==> config.mk <==
export PLATFORM = sky130hd
export DESIGN_NAME = pe_acc_drain
export DESIGN_NICKNAME = d
export VERILOG_FILES = /design/src/rtl/pe_pkg.sv /design/src/rtl/csla.sv /design/src/rtl/pe_acc_drain.sv
export SDC_FILE = /design/constraint.sdc
export NUM_CORES = 1
export LEC_CHECK = 0
export ABC_AREA = 0
export CAP_MARGIN = 10
export CELL_PAD_IN_SITES_DETAIL_PLACEMENT = 2
export CELL_PAD_IN_SITES_GLOBAL_PLACEMENT = 2
export CORE_UTILIZATION = 31
export DETAILED_ROUTE_END_ITERATION = 7
export PLACE_DENSITY = 0.82
export SYNTH_ARGS = -nofsm -noshare
export SYNTH_HDL_FRONTEND = slang
export SYNTH_SLANG_ARGS = --single-unit
==> constraint.sdc <==
create_clock -name clk -period 4.78 [get_ports clk]
set_clock_uncertainty 0.15 [all_clocks]
set_input_delay 0.717 -clock clk [delete_from_list [all_inputs] [get_ports clk]]
set_output_delay 0.717 -clock clk [all_outputs]
set_load 0.005 [all_outputs]
==> src/rtl/pe_pkg.sv <==
// Shared types and helpers for the PE output stage: FSM state encoding,
// accumulator clamp limits and sign extension.
package pe_pkg;

    typedef enum logic [1:0] {
        IDLE,
        ACC,
        HOLD
    } state_t;

    // Limits are returned as 64-bit patterns; callers keep the low `width` bits.
    function automatic logic [63:0] acc_max(input int width);
        return (64'd1 << (width - 1)) - 64'd1;
    endfunction

    function automatic logic [63:0] acc_min(input int width);
        return 64'd1 << (width - 1);
    endfunction

    // Sign-extends the low `width` bits of `value` to the full 64 bits.
    function automatic logic [63:0] sext(input logic [63:0] value, input int width);
        return 64'($signed(value << (64 - width)) >>> (64 - width));
    endfunction

endpackage

==> src/rtl/csla.sv <==
// Carry-select adder: a ripple-carry low block followed by PRE_UNIT_NUM blocks
// that precompute both carry-in cases and select on the incoming carry.
module csla #(
    parameter int WIDTH        = 32,
    parameter int RCA_WIDTH    = 8,
    parameter int PRE_WIDTH    = 6,
    parameter int PRE_UNIT_NUM = 4
) (
    input  logic [WIDTH-1:0] a,
    input  logic [WIDTH-1:0] b,
    output logic [WIDTH:0]   sum
);

    logic [PRE_UNIT_NUM:0] carry;

    assign {carry[0], sum[RCA_WIDTH-1:0]} =
        {1'b0, a[RCA_WIDTH-1:0]} + {1'b0, b[RCA_WIDTH-1:0]};

    for (genvar u = 0; u < PRE_UNIT_NUM; u++) begin : g_unit
        localparam int LO = RCA_WIDTH + u * PRE_WIDTH;
        logic [PRE_WIDTH:0] sum_c0;
        logic [PRE_WIDTH:0] sum_c1;

        assign sum_c0 = {1'b0, a[LO +: PRE_WIDTH]} + {1'b0, b[LO +: PRE_WIDTH]};
        assign sum_c1 = {1'b0, a[LO +: PRE_WIDTH]} + {1'b0, b[LO +: PRE_WIDTH]}
                      + {{PRE_WIDTH{1'b0}}, 1'b1};

        assign sum[LO +: PRE_WIDTH] = carry[u] ? sum_c1[PRE_WIDTH-1:0] : sum_c0[PRE_WIDTH-1:0];
        assign carry[u+1]           = carry[u] ? sum_c1[PRE_WIDTH]     : sum_c0[PRE_WIDTH];
    end

    assign sum[WIDTH] = carry[PRE_UNIT_NUM];

endmodule

==> src/rtl/pe_acc_drain.sv <==
// Tile accumulator at the adder-tree output: saturating signed accumulation of
// partial sums, then a held result on a valid/ready bus to the collector.
module pe_acc_drain
    import pe_pkg::*;
#(
    parameter int IN_WIDTH  = 29,
    parameter int ACC_WIDTH = 32,
    parameter int CNT_WIDTH = 8
) (
    input  logic                 clk,
    input  logic                 rst,
    input  logic                 in_valid,
    output logic                 in_ready,
    input  logic [IN_WIDTH-1:0]  in_data,
    input  logic                 in_last,
    output logic                 out_valid,
    input  logic                 out_ready,
    output logic [ACC_WIDTH-1:0] out_data,
    output logic                 out_sat,
    output logic [CNT_WIDTH-1:0] out_count
);

    localparam logic [63:0]          MAX_WIDE = acc_max(ACC_WIDTH);
    localparam logic [63:0]          MIN_WIDE = acc_min(ACC_WIDTH);
    localparam logic [ACC_WIDTH-1:0] ACC_MAX  = MAX_WIDE[ACC_WIDTH-1:0];
    localparam logic [ACC_WIDTH-1:0] ACC_MIN  = MIN_WIDE[ACC_WIDTH-1:0];
    localparam logic [CNT_WIDTH-1:0] CNT_MAX  = '1;
    localparam logic [CNT_WIDTH-1:0] CNT_ONE  = {{(CNT_WIDTH-1){1'b0}}, 1'b1};
    localparam int                   MSB      = ACC_WIDTH - 1;

    state_t               state;
    logic [ACC_WIDTH-1:0] acc;
    logic [CNT_WIDTH-1:0] cnt;
    logic                 sat;

    logic [63:0]          in_sext_wide;
    logic [ACC_WIDTH-1:0] in_ext;
    logic [ACC_WIDTH:0]   sum_full;
    logic [ACC_WIDTH-1:0] sum_raw;
    logic [ACC_WIDTH-1:0] sum_sat;
    logic                 overflow;
    logic                 accept;
    logic                 unused_bits;

    assign in_sext_wide = sext(64'(in_data), IN_WIDTH);
    assign in_ext       = in_sext_wide[ACC_WIDTH-1:0];

    csla #(
        .WIDTH        (ACC_WIDTH),
        .RCA_WIDTH    (8),
        .PRE_WIDTH    (6),
        .PRE_UNIT_NUM (4)
    ) u_csla (
        .a   (acc),
        .b   (in_ext),
        .sum (sum_full)
    );

    // The adder carry-out says nothing about signed overflow, so it is dropped.
    assign sum_raw     = sum_full[ACC_WIDTH-1:0];
    assign unused_bits = ^{in_sext_wide[63:ACC_WIDTH], sum_full[ACC_WIDTH]};

    assign overflow = (acc[MSB] == in_ext[MSB]) && (sum_raw[MSB] != acc[MSB]);
    assign sum_sat  = overflow ? (acc[MSB] ? ACC_MIN : ACC_MAX) : sum_raw;

    // A draining result frees the stage in the same cycle, so a new tile can start.
    assign in_ready = (state != HOLD) || out_ready;
    assign accept   = in_valid && in_ready;

    assign out_valid = (state == HOLD);
    assign out_data  = acc;
    assign out_sat   = sat;
    assign out_count = cnt;

    // NOTE: the accumulator is a plain register, so clearing it on reset is cheap
    // and keeps out_data at zero after reset; all state uses non-blocking updates.
    always_ff @(posedge clk or posedge rst) begin
        if (rst) begin
            state <= IDLE;
            acc   <= '0;
            cnt   <= '0;
            sat   <= 1'b0;
        end else if (accept) begin
            if (state == ACC) begin
                acc <= sum_sat;
                cnt <= (cnt == CNT_MAX) ? cnt : cnt + CNT_ONE;
                sat <= sat | overflow;
            end else begin
                acc <= in_ext;
                cnt <= CNT_ONE;
                sat <= 1'b0;
            end
            state <= in_last ? HOLD : ACC;
        end else if (state == HOLD && out_ready) begin
            state <= IDLE;
        end
    end

endmodule

==> results.toml <==
[die]
die-area_mm2 = 0.0129
row_count = 40
pin_count = 77
core_mm2 = 0.0121
fp.dieH_um = 114
dieWidth_um = 114
initial_core_util_pct = 32.0

[timing]
hold_viol_final = 0
max_clock_freq_mhz = 218
finalSetupViolations = 0
slew_viol_final = 0
grt_setup_unrepaired = "no"
finalCriticalPeriod_ps = 4580
maxSlewHeadroom_pct = 34.8
worst_slew_pin_slew_ps = 976
setup-tns-final_ps = 0
finalCritPeriodShare_pct = 95.9

[routing]
drt_wl_total_um = 13200
ant_nets = 0
drc = 0
via_per_inst = 5.37
drt-initial-drc-count = 55
wire_per_inst_um = 18.7
via_count = 3788
first_pass_iters = 4

[synth]
yosysMostFrequentCell = "nand2_1"
synthTopCellsByCount = "nand2_1 (49), dfrtp_1 (43), o21ai_0 (38)"
synth_edf_count = 0
synth_top_area_share_pct = 27.8
ys_seq_area_share_pct = 27.8
ys_seq_elements = 43
syn_area_mm2 = 0.00386
ys_top_cells_by_area = "dfrtp_1 (28%), ha_1 (12%), xnor2_1 (6.1%)"
yosysWarnings = 0
synth_cells = 452
syn_avg_cell_area_um2 = 8.55
yosysTopAreaCell = "dfrtp_1"
synthArstFlopShare_pct = 100
synth_nets = 527
ys_types = 54
synthFlopType = "dfrtp_1"

[grt]
grt_antenna_before_repair = 0
grt_use_total_pct = 21.5
grt_overflow_total = 0
grt_pass1_wl_um = 22000
grt_max_degree = 44
grt_pass1_vias = 4325

[power_and_ir_drop]
power_density_mw_per_mm2 = 430
p_leak_nw = 2.10
vdd_drop_max_uv = 151

[placement]
place.gp.congestion = 0.749
dpl.hpwl_um = 9910
numPortBuffers = 76

[clock_tree]
cts_buffers = 5
cts_buffer_depth = 2
clk_pin_slew_ps = 70
insertion_delay_ps = 300
cts_sinks = 43
cts_root_buf = "clkbuf_16"
cts_tree = "built"
cts.htree.levels = 2

[finish]
fin_util_pct = 42.1
fill_cells = 1370
diodes = 0
nNetsFinal = 611
syn_to_final_growth_pct = 31.5
multi_input_area_mm2 = 0.00264
seqCellArea_mm2 = 0.00108
layout-drive-gt1-share_pct = 8.19

[hold_path]
hold_path.class = "flop to flop"

[run_status]
status = "finished clean"

[critical_path]
cp_slowest_cell = "or4_1"
path_max_fanout = 14
cp_data_arrival_time_ps = 4600
worstPathRequired_ps = 4800
path_class = "input port to flop"
end_kind = "flop"
crit_top_cell = "mux2i_4"
cp-start-kind = "input port"
worstPathCellList = "clkdlybuf4s50_1 > ha_1 > fa_1 > a211oi_2 > nor2_2 > xor2_2 > nand4_1 > or4_1 > and3_4 > mux2i_4 > mux2i_4 > mux2i_4 > buf_12 > a211oi_1 > o21ai_1"
slowest_delay_ps = 520

[run]
drv_cap = 0
## worst max-delay path: cells and delay by family
| family | cells | cell delay [ps] |
|---|---|---|
| buffers and inverters | 2 | 610 |
| and+or+nand+nor | 4 | 970 |
| adders and majority gates | 2 | 650 |
| AOI/OAI and AO/OA | 3 | 750 |
| xor gates and xnor gates | 1 | 160 |
| muxes | 3 | 730 |
## layout by cell type (no fill, tap or decap), types with 10 or more instances in the layout
master / synthesis / final
clkdlybuf4s50_1: 0 / 76
nand2_1: 49 / 49
dfrtp_1: 43 / 43
o21ai_0: 38 / 38
ha_1: 36 / 36
o21ai_1: 30 / 30
xnor2_1: 27 / 27
a211oi_1: 28 / 27
nor2_1: 22 / 22
a21oi_1: 20 / 20
buf_4: 5 / 20
inv_1: 17 / 16
xor2_1: 16 / 16
a21o_1: 10 / 10
nand3_1: 10 / 10
## report_power, final
| group | total, W | switching, W | internal [W] |
|---|---|---|---|
| sequential | 0.000523 | 0.0000829 | 0.000440 |
| clock | 0.000367 | 0.000171 | 0.000196 |
| combinational | 0.00130 | 0.000670 | 0.000625 |
## repair_timing
| action | CTS | global route |
|---|---|---|
| setup endpoints to repair | 0 | 19 |
| hold buffers | 0 | 0 |
| endpoints found under the hold margin | 0 | 0 |
| resized for setup | 0 | 2 |
| buffers inserted | 0 | 1 |
## through the flow
| stage | power [W] | cell area [um2] | cells | hold slack, ps | worst slack, ps |
|---|---|---|---|---|---|
| floorplan | 0.00132 | 3860 | 452 | 344 | 595 |
| global placement | 0.00173 | 4920 | 696 | 355 | -7.01 |
| detailed placement | 0.00182 | 4920 | 696 | 369 | -159 |
| CTS | 0.00220 | 5070 | 704 | 387 | 134 |
| global route | 0.00235 | 5080 | 705 | 415 | 2.44 |
| finish | 0.00219 | 5080 | 705 | 384 | 198 |
## state kept, by name, summed over array words and instances, names as in the netlist
name,count
state,2
out_sat,1
out_count,8
out_data,32
## cell families (layout without fill, tap and decap cells)
| kind of cell | count (synthesis) | count (layout) | synth area share [%] |
|---|---|---|---|
| compound gates | 151 | 151 | 23.8 |
| xor+xnor | 44 | 44 | 10.2 |
| fa+ha+maj | 41 | 41 | 14.2 |
| buf+inv | 38 | 123 | 4.24 |
| flops | 43 | 43 | 27.8 |
| mux | 9 | 9 | 3.50 |
| simple gates | 126 | 126 | 16.2 |
## worst paths after layout
| check | start | slack (ps) | cells past startpoint | endpoint |
|---|---|---|---|---|
| min in group asynchronous | rst | 810 | 2 | out_data[2] |
| max reg2reg | out_data[8] | 650 | 14 | out_data[16] |
| max in group asynchronous | rst | 3050 | 2 | out_data[19] |
| min | out_data[5] | 380 | 2 | out_data[5] |
| min reg2reg | out_data[5] | 380 | 2 | out_data[5] |
| max | in_data[8] | 200 | 15 | out_data[16] |
## layer usage
metal / vias up / global-route usage (%) / wire [um]
li1: 1794 / - / -
met5: - / 0 / 0
met3: 7 / 2.87 / 306
met1: 1922 / 26.0 / 5910
met4: 0 / 3.68 / 79
met2: 65 / 40.8 / 6860
## layout make-up
class	count	share of cell area (%)
multi-input combinational	371	52.0
sequential	43	21.2
timing repair buffer	98	18.5
tap	168	4.13
clock buffer	5	2.46
inverter	17	1.26
clock inverter	3	0.492
Note: power is estimated with default switching activity, not from simulation.
